File: src/rtl/lcd_ctrl.sv
// -----------------------------------------------------------------------------
// lcd_ctrl
// Turns the core's memory-mapped LCD register into HD44780 write cycles
// (8-bit bus, write only). After reset it waits out the LCD power-up time and
// sends a fixed four-command init sequence. Processor writes are queued in a
// small FIFO so that back-to-back stores are not lost while the LCD is busy.
//
// Ports
//   i_clk        system clock, rising edge
//   i_reset      synchronous, active-high reset
//   i_lcd_word   [31] display power, [9] request toggle, [8] RS, [7:0] byte
//   o_lcd_data   LCD data bus
//   o_lcd_rs     register select (0 command, 1 data)
//   o_lcd_rw     read/write, always 0 (write)
//   o_lcd_en     enable strobe
//   o_lcd_on     LCD power, registered copy of i_lcd_word[31]
//   o_lcd_status [0] busy, [1] FIFO full, [2] overflow (sticky), [3] init done
//
// Request handshake: the processor has no valid/ready pair. It requests a
// transfer by flipping bit 9 of the word (either direction); every observed
// flip queues one {RS, byte} entry. There is no back-pressure: a flip that
// meets a full FIFO (with no pop in the same cycle) is dropped and the sticky
// overflow bit is raised. Software polls o_lcd_status to avoid that.
// -----------------------------------------------------------------------------
module lcd_ctrl #(
  parameter int P_PWRUP = 750000,
  parameter int P_EN    = 25,
  parameter int P_CMD   = 2000,
  parameter int P_CLR   = 80000,
  parameter int P_DEPTH = 4
) (
  input  logic        i_clk,
  input  logic        i_reset,
  input  logic [31:0] i_lcd_word,
  output logic [7:0]  o_lcd_data,
  output logic        o_lcd_rs,
  output logic        o_lcd_rw,
  output logic        o_lcd_en,
  output logic        o_lcd_on,
  output logic [31:0] o_lcd_status
);

  localparam int AW = (P_DEPTH > 1) ? $clog2(P_DEPTH) : 1;
  localparam int CW = $clog2(P_DEPTH + 1);
  localparam logic [CW-1:0] LP_FULL = CW'(P_DEPTH);

  typedef enum logic [2:0] {
    S_PWRUP,
    S_IDLE,
    S_SETUP,
    S_EN_HI,
    S_WAIT
  } state_t;

  // ---------------------------------------------------------------------------
  // Input stage: the word is registered first so nothing on the LCD pins
  // depends combinationally on i_lcd_word; r_prev holds the previous toggle.
  // ---------------------------------------------------------------------------
  logic       r_tog;
  logic       r_prev;
  logic [8:0] r_payload;

  always_ff @(posedge i_clk) begin
    if (i_reset) begin
      r_tog     <= 1'b0;
      r_prev    <= 1'b0;
      r_payload <= 9'd0;
      o_lcd_on  <= 1'b0;
    end else begin
      r_tog     <= i_lcd_word[9];
      r_prev    <= r_tog;
      r_payload <= i_lcd_word[8:0];
      o_lcd_on  <= i_lcd_word[31];
    end
  end

  // Bits [30:10] carry nothing for this block.
  logic w_unused_bits;
  assign w_unused_bits = &{1'b0, i_lcd_word[30:10]};

  // ---------------------------------------------------------------------------
  // Request FIFO
  // ---------------------------------------------------------------------------
  state_t          r_state;
  logic            r_init_done;
  logic [8:0]      r_mem [P_DEPTH];
  logic [AW-1:0]   r_wr_ptr;
  logic [AW-1:0]   r_rd_ptr;
  logic [CW-1:0]   r_count;
  logic            r_ovf;

  logic w_push;
  logic w_pop;
  logic w_full;
  logic w_accept;

  assign w_push   = r_tog ^ r_prev;
  assign w_pop    = (r_state == S_IDLE) && r_init_done && (r_count != '0);
  assign w_full   = (r_count == LP_FULL);
  // A pop in the same cycle frees a slot, so a push into a full FIFO is kept.
  assign w_accept = w_push && (!w_full || w_pop);

  always_ff @(posedge i_clk) begin
    if (i_reset) begin
      r_wr_ptr <= '0;
      r_rd_ptr <= '0;
      r_count  <= '0;
      r_ovf    <= 1'b0;
    end else begin
      if (w_accept) r_wr_ptr <= r_wr_ptr + 1'b1;
      if (w_pop)    r_rd_ptr <= r_rd_ptr + 1'b1;
      case ({w_accept, w_pop})
        2'b10:   r_count <= r_count + 1'b1;
        2'b01:   r_count <= r_count - 1'b1;
        default: r_count <= r_count;
      endcase
      if (w_push && !w_accept) r_ovf <= 1'b1;
    end
  end

  // Storage needs no reset; occupancy is tracked by r_count.
  always_ff @(posedge i_clk) begin
    if (w_accept) r_mem[r_wr_ptr] <= r_payload;
  end

  // ---------------------------------------------------------------------------
  // Bus-cycle FSM
  // ---------------------------------------------------------------------------
  logic [31:0] r_cnt;
  logic [2:0]  r_init_idx;   // next init ROM entry to send
  logic [31:0] w_wait_last;

  function automatic logic [7:0] init_rom(input logic [1:0] idx);
    case (idx)
      2'd0:    init_rom = 8'h38;  // 8-bit bus, 2 lines, 5x8 font
      2'd1:    init_rom = 8'h0C;  // display on, cursor off
      2'd2:    init_rom = 8'h01;  // clear display
      default: init_rom = 8'h06;  // entry mode: increment, no shift
    endcase
  endfunction

  // Clear (0x01) and home (0x02/0x03) need the long settle time.
  assign w_wait_last = (!o_lcd_rs && (o_lcd_data[7:2] == 6'd0)) ?
                       32'(P_CLR - 1) : 32'(P_CMD - 1);

  always_ff @(posedge i_clk) begin
    if (i_reset) begin
      r_state     <= S_PWRUP;
      r_cnt       <= 32'd0;
      r_init_idx  <= 3'd0;
      r_init_done <= 1'b0;
      o_lcd_data  <= 8'h00;
      o_lcd_rs    <= 1'b0;
      o_lcd_en    <= 1'b0;
    end else begin
      case (r_state)
        S_PWRUP: begin
          if (r_cnt == 32'(P_PWRUP - 1)) begin
            r_cnt      <= 32'd0;
            o_lcd_data <= init_rom(2'd0);
            o_lcd_rs   <= 1'b0;
            r_init_idx <= 3'd1;
            r_state    <= S_SETUP;
          end else begin
            r_cnt <= r_cnt + 32'd1;
          end
        end
        S_IDLE: begin
          r_cnt <= 32'd0;
          if (!r_init_done) begin
            o_lcd_data <= init_rom(r_init_idx[1:0]);
            o_lcd_rs   <= 1'b0;
            r_init_idx <= r_init_idx + 3'd1;
            r_state    <= S_SETUP;
          end else if (r_count != '0) begin
            o_lcd_data <= r_mem[r_rd_ptr][7:0];
            o_lcd_rs   <= r_mem[r_rd_ptr][8];
            r_state    <= S_SETUP;
          end
        end
        S_SETUP: begin
          if (r_cnt == 32'(P_EN - 1)) begin
            r_cnt    <= 32'd0;
            o_lcd_en <= 1'b1;
            r_state  <= S_EN_HI;
          end else begin
            r_cnt <= r_cnt + 32'd1;
          end
        end
        S_EN_HI: begin
          if (r_cnt == 32'(P_EN - 1)) begin
            r_cnt    <= 32'd0;
            o_lcd_en <= 1'b0;
            r_state  <= S_WAIT;
          end else begin
            r_cnt <= r_cnt + 32'd1;
          end
        end
        S_WAIT: begin
          if (r_cnt == w_wait_last) begin
            r_cnt   <= 32'd0;
            r_state <= S_IDLE;
            // Only init entries run before init_done, so index 4 means the
            // last ROM command has just settled.
            if (!r_init_done && (r_init_idx == 3'd4)) r_init_done <= 1'b1;
          end else begin
            r_cnt <= r_cnt + 32'd1;
          end
        end
        default: begin
          r_cnt   <= 32'd0;
          r_state <= S_PWRUP;
        end
      endcase
    end
  end

  // ---------------------------------------------------------------------------
  // Status
  // ---------------------------------------------------------------------------
  logic r_busy;
  logic r_full;

  always_ff @(posedge i_clk) begin
    if (i_reset) begin
      r_busy <= 1'b1;
      r_full <= 1'b0;
    end else begin
      r_busy <= (r_state != S_IDLE) || (r_count != '0) || !r_init_done;
      r_full <= w_full;
    end
  end

  assign o_lcd_status = {28'd0, r_init_done, r_ovf, r_full, r_busy};
  assign o_lcd_rw     = 1'b0;

endmodule
File: config.mk
export PLATFORM = sky130hd
export DESIGN_NAME = lcd_ctrl
export DESIGN_NICKNAME = d
export VERILOG_FILES = /design/src/rtl/lcd_ctrl.sv
export SDC_FILE = /design/constraint.sdc
export NUM_CORES = 1
export LEC_CHECK = 0
export BUFFER_PORTS_ARGS = -buffer_cell sky130_fd_sc_hd__buf_2
export CORE_ASPECT_RATIO = 0.6
export CORE_UTILIZATION = 52
export CTS_CLUSTER_DIAMETER = 30
export DETAILED_ROUTE_END_ITERATION = 10
export GPL_ROUTABILITY_DRIVEN = 0
export PLACE_DENSITY = 0.76
export SLEW_MARGIN = 20
export SYNTH_ARGS = -nofsm -noshare
export SYNTH_HDL_FRONTEND = slang
export SYNTH_SLANG_ARGS = --single-unit
File: constraint.sdc
create_clock -name i_clk -period 3.6 [get_ports i_clk]
set_clock_uncertainty 0.15 [all_clocks]
set_input_delay 0.9 -clock i_clk [delete_from_list [all_inputs] [get_ports i_clk]]
set_output_delay 0.9 -clock i_clk [all_outputs]
set_load 0.02 [all_outputs]
# After elaboration in Yosys (flattened, before gate mapping)
# Memory sizes are Yosys's and may differ from the RTL's. A register that Yosys moved wholly into a read port is not among the register bits.
# Index checks and enable logic that the tools add are counted.
[totals] regBits=71 ramBits=36 output_inout_bits=44 word_cells=103 memories=1
[op_classes] add_sub_neg=6 n_eq_ne=20 muxes=32 n_bitwise=1 n_reduce_logical=26
[memory_table] name="r_mem" depth=4 word_bits=9 rd=1 rd_ports_with_merged_regs=1 wr=1 line_no="86" source="logic [8:0] r_mem [P_DEPTH];"
[ops] op="$mux W32" n=3
[ops] op="$pmux W32 S3" n=1
[ops] op="$add A32 B1 Y32 const B" n=1
[ops] op="$eq A32 B17 Y1" n=1
[ops] op="$eq A32 B20 Y1 const B" n=1
[ops] op="$eq A32 B5 Y1 const B" n=1
[ops] op="$mux W3" n=8
[ops] op="$mux W8" n=3
[ops] op="$pmux W6 S3" n=1
[ops] op="$mux W17" n=1
[ops] op="$pmux W8 S2" n=1
[ops] op="$pmux W3 S5" n=1
[ops] op="$pmux W3 S2" n=2
[ops] op="$reduce_and A3 Y1" n=4
[ops] op="$ne A2 B2 Y1 const B" n=5
[ops] op="$eq A3 B3 Y1 const B" n=3
[ops] op="$mux W1" n=7
[ops] op="$add A3 B1 Y3 const B" n=2
[ops] op="$eq A3 B2 Y1 const B" n=2
[ops] op="$logic_and A1 B1 Y1" n=6
[ops] op="$logic_not A6 Y1" n=1
[ops] op="$reduce_bool A2 Y1" n=3
[ops] op="$reduce_and A5 Y1" n=1
[ops] op="$add A2 B1 Y2 const B" n=2
[ops] op="other kinds (15)" n=24

# Longest topological paths before layout
[depth] ltp_word=7 ltp_mapped=9 ltp_nobuf=8

# Worst setup path after synthesis
# Ideal clock, no wire load.
[synth_path] path_type="register to register" startpoint="register r_cnt[18]" endpoint="register r_state[0]" t_arrival_ns=2.231 required_time_ns=3.327 setup_slack_ns=1.096 stages_incl_launch_ff=7 path_buffers=0 period_less_slack_ns=2.504 path_cell_list="dfxtp_1 -> or2_0 -> or4_1 -> or4_1 -> o21a_1 -> nor3_2 -> mux2_1"
[synth_via] elab_chain_len=3 word_cells_on_any_way=8
[synth_lines] item="start, declared" line_no="129" source="logic [31:0] r_cnt;"
[synth_lines] item="start signal, assigned" line_no="165" source="r_cnt <= r_cnt + 32'd1;"
[synth_lines] item="start signal, assigned" line_no="187" source="r_cnt <= r_cnt + 32'd1;"
[synth_lines] item="start signal, assigned" line_no="196" source="r_cnt <= r_cnt + 32'd1;"
[synth_lines] item="$eq A32 B17 Y1, or another cell as far along" line_no="200" source="if (r_cnt == w_wait_last) begin"
[synth_lines] item="$ne A2 B2 Y1 (no source line)"
[synth_lines] item="$reduce_and A5 Y1 (no source line) *"
[synth_lines] item="end signal, assigned" line_no="194" source="r_state <= S_WAIT;"
[synth_lines] item="end signal, assigned" line_no="202" source="r_state <= S_IDLE;"
[synth_lines] item="end signal, assigned" line_no="212" source="r_state <= S_PWRUP;"
[synth_lines] item="end, declared" line_no="84" source="state_t r_state;"
# Mark *: on every way between the ends. The rest lies on a longest branch, timed or not.
# A chain may end at the register's enable or synchronous reset.

# Worst setup path in the final report
[layout_path] startpoint="register r_state[1]" endpoint="memory r_mem[3][3], enable pin"
[layout_via] elab_chain_len=7
[layout_lines] item="start signal, assigned" line_no="148" source="r_state <= S_PWRUP;"
[layout_lines] item="start signal, assigned" line_no="163" source="r_state <= S_SETUP;"
[layout_lines] item="start signal, assigned" line_no="174" source="r_state <= S_SETUP;"
[layout_lines] item="$eq A3 B1 Y1" line_no="98" source="assign w_pop = (r_state == S_IDLE) && r_init_done && (r_count != '0);"
[layout_lines] item="$logic_and A1 B1 Y1 (2 in a row)" line_no="98"
[layout_lines] item="$logic_or A1 B1 Y1" line_no="101" source="assign w_accept = w_push && (!w_full || w_pop);"
[layout_lines] item="$logic_and A1 B1 Y1" line_no="101"
[layout_lines] item="$mux W1" line_no="123" source="if (w_accept) r_mem[r_wr_ptr] <= r_payload;"
[layout_lines] item="$mux W1 (implied by the code)" line_no="123"
[layout_lines] item="end, declared" line_no="86"
# No other way between the ends.

==> metrics.txt <==
# TYPE chip_impl_metric gauge
chip_impl_metric{name="maxCapViolations",unit=""} 0
chip_impl_info{name="start_kind",value="flop"} 1
chip_impl_metric{name="worstRegToRegCells",unit=""} 3
chip_impl_info{name="path_cells",value="or4bb_1, a31oi_1, and2_1"} 1
chip_impl_info{name="cts_tree",value="yes"} 1
chip_impl_metric{name="cts-htree-levels",unit=""} 3
chip_impl_metric{name="num_antenna_cells",unit=""} 0
chip_impl_info{name="grt_setup_unrepaired",value="no"} 1
chip_impl_info{name="final_common_cell",value="sky130_fd_sc_hd__nor2_1"} 1
chip_impl_metric{name="tightestPinTransition",unit="ns"} 0.8727
chip_impl_metric{name="clk_pin_slew",unit="ns"} 0.07
chip_impl_info{name="setup.worst_path.class",value="flop to flop"} 1
chip_impl_metric{name="die_width",unit="µm"} 126.8
chip_impl_metric{name="synth.yosys.seq_area_share",unit="%"} 52.33
chip_impl_metric{name="initial_drc_count",unit=""} 279
chip_impl_metric{name="routed_wl",unit="µm"} 9064
chip_impl_metric{name="clock.fmax",unit="MHz"} 362.7
chip_impl_info{name="startpoint_of_the_lowest_slack_hold_path",value="o_lcd_data[7]"} 1
chip_impl_info{name="outcome",value="finished clean"} 1
chip_impl_metric{name="final_antenna_net_count",unit=""} 0
chip_impl_metric{name="synthDistinctLibCells",unit=""} 48
chip_impl_info{name="crit-reg2reg-capture",value="r_mem[3][3]"} 1
chip_impl_info{name="hold_path.class",value="flop to flop"} 1
chip_impl_metric{name="placement.io_buffers",unit=""} 27
chip_impl_metric{name="postLayoutSetupSlackWorst",unit="ns"} 0.8432
chip_impl_metric{name="coreArea",unit="µm²"} 8783
chip_impl_metric{name="cts_hold_buffers",unit=""} 0
chip_impl_info{name="synth_area_leaders",value="sky130_fd_sc_hd__dfxtp_1, sky130_fd_sc_hd__edfxtp_1, sky130_fd_sc_hd__nor2_1"} 1
chip_impl_metric{name="dp_cells",unit=""} 594
chip_impl_metric{name="drive_gt1_share",unit="%"} 12.45
chip_impl_metric{name="worst_hold_slack",unit="ns"} 0.3227
chip_impl_metric{name="min_period_over_period",unit="%"} 76.58
chip_impl_metric{name="final_cell_count_no_fill",unit=""} 610
chip_impl_metric{name="ir_drop",unit="mV"} 0.2529
chip_impl_metric{name="power.static_leakage",unit="nW"} 1.881
chip_impl_metric{name="initial_utilization",unit="%"} 55.31
chip_impl_metric{name="grt_pass1_vias",unit=""} 2942
chip_impl_metric{name="detailedRoute.firstPassIterationCount",unit=""} 5
chip_impl_metric{name="syn_area",unit="µm²"} 4858
chip_impl_metric{name="tot_pwr",unit="mW"} 2.477
chip_impl_metric{name="netlist.area_leader.share",unit="%"} 30.08
chip_impl_metric{name="worst-endpoint-required",unit="ns"} 3.43
chip_impl_metric{name="die_area",unit="µm²"} 9746
chip_impl_info{name="timing.hold.worst_endpoint",value="o_lcd_data[7]"} 1
chip_impl_info{name="final_cell_mix",value="sky130_fd_sc_hd__nor2_1, sky130_fd_sc_hd__dfxtp_1, sky130_fd_sc_hd__edfxtp_1"} 1
chip_impl_metric{name="detail_route.wl_per_cell",unit="µm"} 14.86
chip_impl_info{name="cp_slowest_cell",value="sky130_fd_sc_hd__or4bb_1"} 1
chip_impl_metric{name="synth.ff_latch_count",unit=""} 109
chip_impl_metric{name="fp.dieH",unit="µm"} 76.87
chip_impl_metric{name="critical_path.max_stage_delay",unit="ns"} 0.67
chip_impl_metric{name="postCtsSetupRepairBufs",unit=""} 0
chip_impl_metric{name="aggregate_negative_setup_slack",unit="ns"} 0
chip_impl_info{name="cp-startpoint",value="r_state[1]"} 1
chip_impl_metric{name="floorplan.io_pins",unit=""} 78
chip_impl_metric{name="hold_violations",unit=""} 0
chip_impl_info{name="clock_tree.root_cell",value="sky130_fd_sc_hd__clkbuf_16"} 1
chip_impl_metric{name="dp_worst_setup_slack",unit="ns"} 0.8952
chip_impl_info{name="worst_r2r_startpoint",value="r_state[1]"} 1
chip_impl_metric{name="num_rows",unit=""} 26
chip_impl_metric{name="routed_via_density",unit=""} 5.428
chip_impl_metric{name="hold_path_depth",unit=""} 2
chip_impl_metric{name="hpwlAfterDp",unit="µm"} 6459
chip_impl_metric{name="synth-edff-count",unit=""} 36
chip_impl_metric{name="area_growth_syn_to_layout",unit="%"} 7.983
chip_impl_metric{name="synth-async-reset-ratio",unit="%"} 0
chip_impl_metric{name="report.final.setup_viol",unit=""} 0
chip_impl_metric{name="post_synth.cell_area_avg",unit="µm²"} 10.34
chip_impl_info{name="leading_area_contributor_after_synthesis",value="sky130_fd_sc_hd__dfxtp_1"} 1
chip_impl_metric{name="final_max_slew_viol_count",unit=""} 0
chip_impl_metric{name="nets",unit=""} 539
chip_impl_metric{name="clock_sinks",unit=""} 109
chip_impl_metric{name="final.min_clock_period",unit="ns"} 2.757
chip_impl_info{name="dominantRegCellSynth",value="sky130_fd_sc_hd__dfxtp_1"} 1
chip_impl_metric{name="syn-instance-count",unit=""} 470
chip_impl_metric{name="insertion_delay",unit="ns"} 0.34
chip_impl_metric{name="worst_ep_arrival_time",unit="ns"} 2.59
chip_impl_metric{name="antenna_violations_before_repair",unit=""} 0
chip_impl_metric{name="number_of_remaining_drc_errors",unit=""} 0
chip_impl_metric{name="grt_max_degree",unit=""} 44
chip_impl_metric{name="clk_path_buf_depth",unit=""} 2
chip_impl_metric{name="r2r_setup_slack",unit="ns"} 0.84
chip_impl_metric{name="overflow",unit=""} 0
chip_impl_metric{name="postCtsResizedCells",unit=""} 0
chip_impl_info{name="endpoint_kind",value="flop"} 1
chip_impl_metric{name="total_track_usage",unit="%"} 19.99
chip_impl_metric{name="worst-path-max-fanout",unit=""} 13
chip_impl_metric{name="cts_made_buffers",unit=""} 9
chip_impl_metric{name="via_count",unit=""} 3311
chip_impl_metric{name="first_pass_grt_wire_length",unit="µm"} 14900
chip_impl_metric{name="yosys_warnings",unit=""} 0
chip_impl_metric{name="powerDensity",unit="nW/µm²"} 472.1
chip_impl_metric{name="slew_headroom",unit="%"} 41.20
power breakdown:
part,leakage (nW),switching [mW],internal (mW)
Sequential,0.927,0.0341,1.31
Combinational,0.810,0.117,0.0587
Clock,0.143,0.413,0.542
Total,1.88,0.564,1.91
flip-flops by register name, summed over array words and instances, names as in the netlist, 2 cells and up, named ones only:
signal / flops
o_lcd_data: 8
r_init_idx: 3
r_mem: 36
r_payload: 9
r_rd_ptr: 2
r_wr_ptr: 2
r_count: 3
r_state: 3
r_cnt: 32
cells in the mapped netlist (all sizes together) (2+ instances only):
master  number
or4          6
o21a         3
xnor2       25
nor3        17
nand3b       2
or3          5
nand4       10
nor4         7
edfxtp      36
a31oi        2
ha          11
inv         16
nor2b       13
a211oi       4
or2          3
nand3       16
and3         2
mux2i        3
nor3b        3
and2         6
mux4         9
o21ai       10
clkbuf      10
nand2       26
a21oi       12
buf         38
dfxtp       73
nor2        76
xor2        13
cell families (layout without fill, tap and decap cells):
kind of cell | after synthesis | after routing | synth area share, %
flops | 109 | 109 | 52.33
xor+xnor | 38 | 38 | 6.850
other cells | 1 | 29 | 0.07719
compound gates | 38 | 38 | 4.945
simple gates | 195 | 195 | 19.78
buf+inv | 64 | 64 | 7.752
fa+ha+maj | 12 | 12 | 3.245
mux | 13 | 13 | 5.022
how the worst max path moves through the flow:
stage          depth (start not counted)  slack [ns]          end
5_1_grt                                6        0.63   r_count[2]
3_3_place_gp                           6        0.95   r_state[0]
2_1_floorplan                          6        1.10   r_state[0]
6_report                               3        0.84  r_mem[3][3]
4_1_cts                                3        0.83  r_mem[0][5]
3_5_place_dp                           3        0.90  r_mem[0][3]
metal layers:
metal | part of all wire, % | vias to the layer above | global-route usage (%)
li1 | - | 1600 | -
met1 | 51 | 1574 | 29.78
met2 | 41 | 133 | 27.73
met3 | 7.3 | 4 | 7.327
met4 | 0.56 | 0 | 3.571
met5 | 0 | - | 0
cell type report:
| cell class | count | area (µm²) |
|---|---|---|
| clock buffer | 12 | 237.7 |
| sequential | 109 | 2542 |
| tap | 112 | 140.1 |
| inverter | 16 | 60.06 |
| clock inverter | 4 | 48.80 |
| fill | 733 | 3537 |
| multi-input combinational | 325 | 2044 |
| timing repair buffer | 32 | 172.7 |
critical path: cells and delay by family, from the launching register on:
kind            cells  cell delay (ns)
simple gates        2             1.24
compound gates      1             0.56
flops               1             0.43
metrics by stage:
| stage | cell area [µm²] | utilization (%) |
|---|---|---|
| floorplan | 4964 | - |
| global placement | 4960 | 56.47 |
| detailed placement | 4960 | 56.47 |
| CTS | 5246 | 59.73 |
| global route | 5246 | 59.73 |
| finish | 5246 | 59.73 |
(Power assumes the default switching activity.)
